## src/rtl/bcd_pkg.sv

```systemverilog
// Shared BCD definitions for the decade counter family.
// Contents:
//   DIGIT_W      - bits per BCD decade
//   BCD_MAX      - largest legal decade value (9)
//   BCD_ZERO     - decade value zero
//   bcd_digit_t  - one 4-bit decade
//   is_bcd_digit - true when a nibble is a legal decimal digit (0..9)
package bcd_pkg;

   localparam int DIGIT_W = 4;

   typedef logic [DIGIT_W-1:0] bcd_digit_t;

   localparam bcd_digit_t BCD_MAX  = 4'd9;
   localparam bcd_digit_t BCD_ZERO = 4'd0;

   function automatic logic is_bcd_digit(input bcd_digit_t d);
      return (d <= BCD_MAX);
   endfunction

endpackage

```

## src/rtl/bcd_down_digit.sv

```systemverilog
// One decade of the BCD down counter.
// Ports:
//   clk     - clock, rising edge
//   clr     - asynchronous active-high reset, forces the digit to 0
//   load    - synchronous load of ld_val (has priority over dec)
//   ld_val  - value to load
//   dec     - decrement this digit on the next edge
//   q       - registered digit value
//   is_zero - high while q is 0 (feeds the borrow chain)
// A decrementing digit at 0 rolls to 9. Nibbles A-F are not zero, so they
// simply step down towards 9 like any other non-zero value.
module bcd_down_digit
   import bcd_pkg::*;
(
   input  logic       clk,
   input  logic       clr,
   input  logic       load,
   input  bcd_digit_t ld_val,
   input  logic       dec,
   output bcd_digit_t q,
   output logic       is_zero
);

   always_ff @(posedge clk or posedge clr) begin
      if (clr) begin
         q <= BCD_ZERO;
      end else if (load) begin
         q <= ld_val;
      end else if (dec) begin
         q <= (q == BCD_ZERO) ? BCD_MAX : (q - 4'd1);
      end
   end

   assign is_zero = (q == BCD_ZERO);

endmodule

```

## src/rtl/bcd_down_counter.sv

```systemverilog
// Loadable multi-digit BCD down counter with synchronous borrow chain.
// Parameters:
//   DIGITS - number of decades (1..8); count width is 4*DIGITS
//   WRAP   - 1: 0 decrements to all nines with a borrow_out pulse
//            0: the counter holds at zero
// Ports:
//   clk        - clock, rising edge
//   clr        - asynchronous active-high reset
//   en         - decrement by one per cycle while high
//   load       - synchronous load of din (beats en)
//   din        - BCD load value, digit 0 in bits [3:0]
//   q          - registered BCD count
//   zero       - registered, high while q is all zeros
//   done       - one-cycle pulse when a decrement takes q from 1 to 0
//   borrow_out - one-cycle pulse when q wraps from 0 to all nines
//   load_err   - one-cycle pulse when a loaded digit exceeded 9
// Optional build macro BCD_DOWN_LOAD_CHECK_EN: loaded digits above 9 are
// replaced by 9 and flagged on load_err. Without it din loads verbatim and
// load_err is tied low.
module bcd_down_counter
   import bcd_pkg::*;
#(
   parameter int unsigned DIGITS = 4,
   parameter bit          WRAP   = 1'b1
)(
   input  logic                  clk,
   input  logic                  clr,
   input  logic                  en,
   input  logic                  load,
   input  logic [4*DIGITS-1:0]   din,
   output logic [4*DIGITS-1:0]   q,
   output logic                  zero,
   output logic                  done,
   output logic                  borrow_out,
   output logic                  load_err
);

   localparam int W = DIGIT_W * DIGITS;

   bcd_digit_t        ld_val [DIGITS];
   logic [DIGITS-1:0] ld_zero;
   logic [DIGITS-1:0] is_zero;
   logic [DIGITS:0]   lower_zero;   // lower_zero[i]: digits 0..i-1 all zero
   logic [DIGITS-1:0] dec;
   logic              all_zero;
   logic              q_is_one;
   logic              count_step;

`ifdef BCD_DOWN_LOAD_CHECK_EN
   logic [DIGITS-1:0] bad_digit;
`endif

   assign lower_zero[0] = 1'b1;
   assign all_zero      = lower_zero[DIGITS];
   assign q_is_one      = (q == W'(1));

   // With WRAP=0 a zero count must not step, so the whole chain is gated.
   assign count_step = en & ~load & (WRAP | ~all_zero);

   genvar gi;
   generate
      for (gi = 0; gi < DIGITS; gi++) begin : g_digit
`ifdef BCD_DOWN_LOAD_CHECK_EN
         assign bad_digit[gi] = ~is_bcd_digit(din[gi*DIGIT_W +: DIGIT_W]);
         assign ld_val[gi]    = bad_digit[gi] ? BCD_MAX : din[gi*DIGIT_W +: DIGIT_W];
`else
         assign ld_val[gi]    = din[gi*DIGIT_W +: DIGIT_W];
`endif
         assign ld_zero[gi]        = (ld_val[gi] == BCD_ZERO);
         assign lower_zero[gi + 1] = lower_zero[gi] & is_zero[gi];
         assign dec[gi]            = count_step & lower_zero[gi];

         bcd_down_digit u_digit (
            .clk     (clk),
            .clr     (clr),
            .load    (load),
            .ld_val  (ld_val[gi]),
            .dec     (dec[gi]),
            .q       (q[gi*DIGIT_W +: DIGIT_W]),
            .is_zero (is_zero[gi])
         );
      end
   endgenerate

   // Status flags are computed from the pre-edge count so they line up
   // with the new q on the same edge.
   always_ff @(posedge clk or posedge clr) begin
      if (clr) begin
         zero       <= 1'b1;
         done       <= 1'b0;
         borrow_out <= 1'b0;
      end else if (load) begin
         zero       <= &ld_zero;
         done       <= 1'b0;
         borrow_out <= 1'b0;
      end else if (en) begin
         zero       <= all_zero ? ~WRAP : q_is_one;
         done       <= q_is_one;
         borrow_out <= WRAP & all_zero;
      end else begin
         done       <= 1'b0;
         borrow_out <= 1'b0;
      end
   end

`ifdef BCD_DOWN_LOAD_CHECK_EN
   always_ff @(posedge clk or posedge clr) begin
      if (clr) begin
         load_err <= 1'b0;
      end else begin
         load_err <= load & (|bad_digit);
      end
   end
`else
   assign load_err = 1'b0;
`endif

endmodule

```

## config.mk

```make
export PLATFORM = sky130hd
export DESIGN_NAME = bcd_down_counter
export DESIGN_NICKNAME = d
export VERILOG_FILES = /design/src/rtl/bcd_pkg.sv /design/src/rtl/bcd_down_digit.sv /design/src/rtl/bcd_down_counter.sv
export SDC_FILE = /design/constraint.sdc
export NUM_CORES = 1
export LEC_CHECK = 0
export ABC_AREA = 1
export CAP_MARGIN = 20
export CORE_MARGIN = 1
export CORE_UTILIZATION = 45
export DETAILED_ROUTE_END_ITERATION = 7
export PLACE_DENSITY = 0.77
export SYNTH_ARGS = -nofsm -noshare
export SYNTH_HDL_FRONTEND = slang
export SYNTH_SLANG_ARGS = --single-unit
```

## constraint.sdc

```tcl
create_clock -name clk -period 1.2 [get_ports clk]
set_input_delay 0.12 -clock clk [delete_from_list [all_inputs] [get_ports clk]]
set_output_delay 0.12 -clock clk [all_outputs]
set_load 0.05 [all_outputs]
```

==> impl_results.md, run 1 <==
* Tcrit/Tclk final at 1.00
* Placed cell count at 278
* Hold Path Class: in -> async
* CTS tree: yes
* Top-count cell post-synth: nand2_1
* Crit path time final at 1.20 ns
* Synth Area in Compound Gates at 0.101
* Area contributors post-synth: dfrtp_1, nand2_1, nor2_1
* Die height at approximately 57 um
* Synth Area in XOR/XNOR at 0
* Setup crit start kind: flip-flop
* Critical setup path kind: reg -> reg
* Final hold vios at 0
* RSZ-0062 raised after global routing: true
* Simple-Gate Fraction of Synth Area at 0.471
* Count of clock tree sinks at 19
* Clock Path Buffers at 2
* Core area at roughly 0.0028 sq mm
* Setup violations, final at 1
* P_int at around 1.6 mW
* Overflow after GRT at 0
* GP Congestion at roughly 0.91
* Status: finished with violations
* DR DRC count at 6
* Ys flop type: dfrtp_1
* Synth warnings at 0
* CTS root buf: clkbuf_4
* Initial core utilization at 0.487
* Main combinational cell family by area after synthesis: simple AND/OR/NAND/NOR gates
* Yosys reg bits at 19
* Hold buffer count at cts at 0
* Slowest CP cell: dfrtp_2
* Final WS setup at -0.000831 ns
* CP Cell Sequence: nor2_4, nand3_2, nand2_4, nand2_4, nand2_1, nand2_1
* Critical Path RT at 1.40 ns
* DRT iter0 DRCs at 51
* Crit path capture type: flip-flop
* Synth top area share at 0.330
* Number of distinct library cells after synthesis at 27
* Seq/Total Area, Yosys at 0.349
* Detailed Route WL at 3.78 mm
* Number of global-route vias before repair at between 1000 and 1500
* Maximum vdd ir drop at 0.00104 V
* First-pass GRT wire length at 6.18 mm
* Buf+Inv Stages, Crit Path at 0
* Mapped Area at between 0.001 and 0.0015 sq mm
* Top cell types by occurrence after synthesis: nand2_1, nor2_1, dfrtp_1
* Vias per cell at between 5 and 6
* Detailed-route via count at 1474
* Finished Layout Cells at 285
* DIE WIDTH at ~57 um
* Adder-Cell Fraction of Synth Area at 0
* Pins Over Slew Limit at 0
* Portion of netlist area occupied by mux cells at 0
* DIE AREA at 0.00326 sq mm
* Comb power frac at 0.570
* Cell taking the most area after synthesis: dfrtp_1
* Fin nets at 275
* Number of synthesized flops with an enable pin at 0
* Violated checks: design-rule violations, negative setup slack
* Max cap viols at 0
* Num rows at 19
* Diodes inserted at 0
* I/O Pins at 40
* NetSw at between 1 and 1.5 mW
* Antenna-violating nets left at 0
* Clk slew on worst S/H paths at 0.12 ns
* Gr usage total at 0.241
* Port Buffers at 38
* Worst-skew pair later-pin latency at 0.30 ns
* Syn Inst Count at 190
* Syn nets at 210
* Sw Ratio at 0.424
* Worst-path fanout max at 5
* Post-DR wirelength/cell at 13.3 um
* CP top delay family: simple AND/OR/NAND/NOR gates
* LEAKAGE at 1.09 nW
* Dpl ws at -0.210 ns
* Initial antenna violation count at 0
* Pin count of the biggest net entering global routing at 20
* Clock Power Share at 0.123
* Layout cells sized above 1 at 0.417
* Sequential Power Share at 0.307
* DP HPWL at 2.92 mm
* H-tree depth at 1
* Asr flop ratio synth at 1.00
* FMAX at 833 MHz
* TritonCTS Buffers at 3
* Skew final at approximately 0.0011 ns
* Synth-to-Final Area Change at 64.8%
* Pre-antenna DRT Iters at 7
* CP max stage delay at 0.44 ns
* Fillers at 180
* Crit path DAT at between 1 and 1.5 ns
* Average size of a mapped cell at between 7 and 8 sq um
* Pwr dens at between 1000 and 1500 mW/mm^2
-- area by class of cell --
| class | count | area, sq um | share of cell area |
|---|---|---|---|
| Multi-Input combinational cell | 152 | 845 | 0.375 |
| Timing Repair Buffer | 64 | 785 | 0.349 |
| Sequential cell | 19 | 497 | 0.221 |
| Inverter | 15 | 58.8 | 0.0261 |
| Tap cell | 31 | 38.8 | 0.0172 |
| Clock buffer | 4 | 26.3 | 0.0117 |
-- power by group through the flow --
stage	registers [mW]	logic, mW	clock network (mW)
after floorplan	1.20	0.438	0
after global placement	0.853	1.47	0
after detailed placement	0.860	1.50	0
after CTS	0.849	1.51	0.347
after global routing	0.861	1.67	0.385
final	0.851	1.58	0.341
-- state kept, by name (all words and copies together), names as in the netlist --
| register | cells |
|---|---|
| done | 1 |
| zero | 1 |
| g_digit.u_digit.q | 16 |
| borrow_out | 1 |
-- placed cells by master (no fill, tap or decap), drive strengths merged --
cell type and count:
a21oi 10, buf 45, clkbuf 4, clkdlybuf4s50 19, conb 1, dfrtp 18
dfstp 1, inv 15, nand2 76, nand3 18, nand3b 1, nor2 32
nor3 1, o211ai 3, o21ai 9, or2 1
-- worst register-to-register path, stage by stage (launching register included) --
cell and delay (ns):
dfrtp_2 0.44, nor2_4 0.20, nand3_2 0.13, nand2_4 0.13, nand2_4 0.08, nand2_1 0.07
nand2_1 0.05
-- routing by layer --
metal	wire (um)	vias to the layer above	GRT usage	share of wire
met4	27	0	0.101	0.0071
met3	288	4	0.0454	0.076
li1	-	729	-	-
met2	2040	58	0.420	0.54
met5	0	-	0	0
met1	1430	683	0.293	0.38
-- per-stage QoR --
step           instance area (sq um)  utilization   TNS [ns]  power, mW  hold WS (ns)
2_1_floorplan                   1410            -     -0.243       1.64        0.0693
3_3_place_gp                    2150        0.765      -2.55       2.33         0.456
3_5_place_dp                    2150        0.765      -3.29       2.36         0.466
4_1_cts                         2180        0.776    -0.0104       2.71         0.133
5_1_grt                         2250        0.802     -0.479       2.92         0.129
6_report                        2250        0.802  -0.000831       2.77         0.127
-- cells by family after synthesis --
| kind of cell | Yosys count |
|---|---|
| AO/OA/AOI/OAI | 22 |
| buffers and inverters | 19 |
| flip-flops | 19 |
| other | 1 |
| AND/OR/NAND/NOR | 129 |
-- path summary, 6_finish.rpt --
check                                   startpoint                 endpoint  slack (ns)  cells past startpoint
max                        g_digit[0].u_digit.q[3]  g_digit[2].u_digit.q[2]     -0.0008                      6
min                                            clr  g_digit[1].u_digit.q[0]        0.13                      3
max reg2reg                g_digit[0].u_digit.q[3]  g_digit[2].u_digit.q[2]     -0.0008                      6
min reg2reg                                   zero                     zero        0.55                      2
max in group asynchronous                      clr                     zero        0.81                      3
min in group clk                            din[6]  g_digit[1].u_digit.q[2]        0.44                      3
-- repair_timing --
item / 4_1_cts / 5_1_grt
setup endpoints to repair: 2 / 20
buffers inserted: 0 / 3
pin swaps: 0 / 4
gates resized for setup: 1 / 15
No activity file was read; power rests on OpenSTA's default activity.
==> run 2, diff against run 1 <==
--- a/config.mk
+++ b/config.mk
@@ -6,6 +6,7 @@
 export NUM_CORES = 1
 export LEC_CHECK = 0
 export ABC_AREA = 1
+export ABC_CLOCK_PERIOD_IN_PS = 1200
 export CAP_MARGIN = 20
 export CORE_MARGIN = 1
 export CORE_UTILIZATION = 45
==> results of run 2 <==
The final DEF is identical to that of run 1; final timing and power are the same.
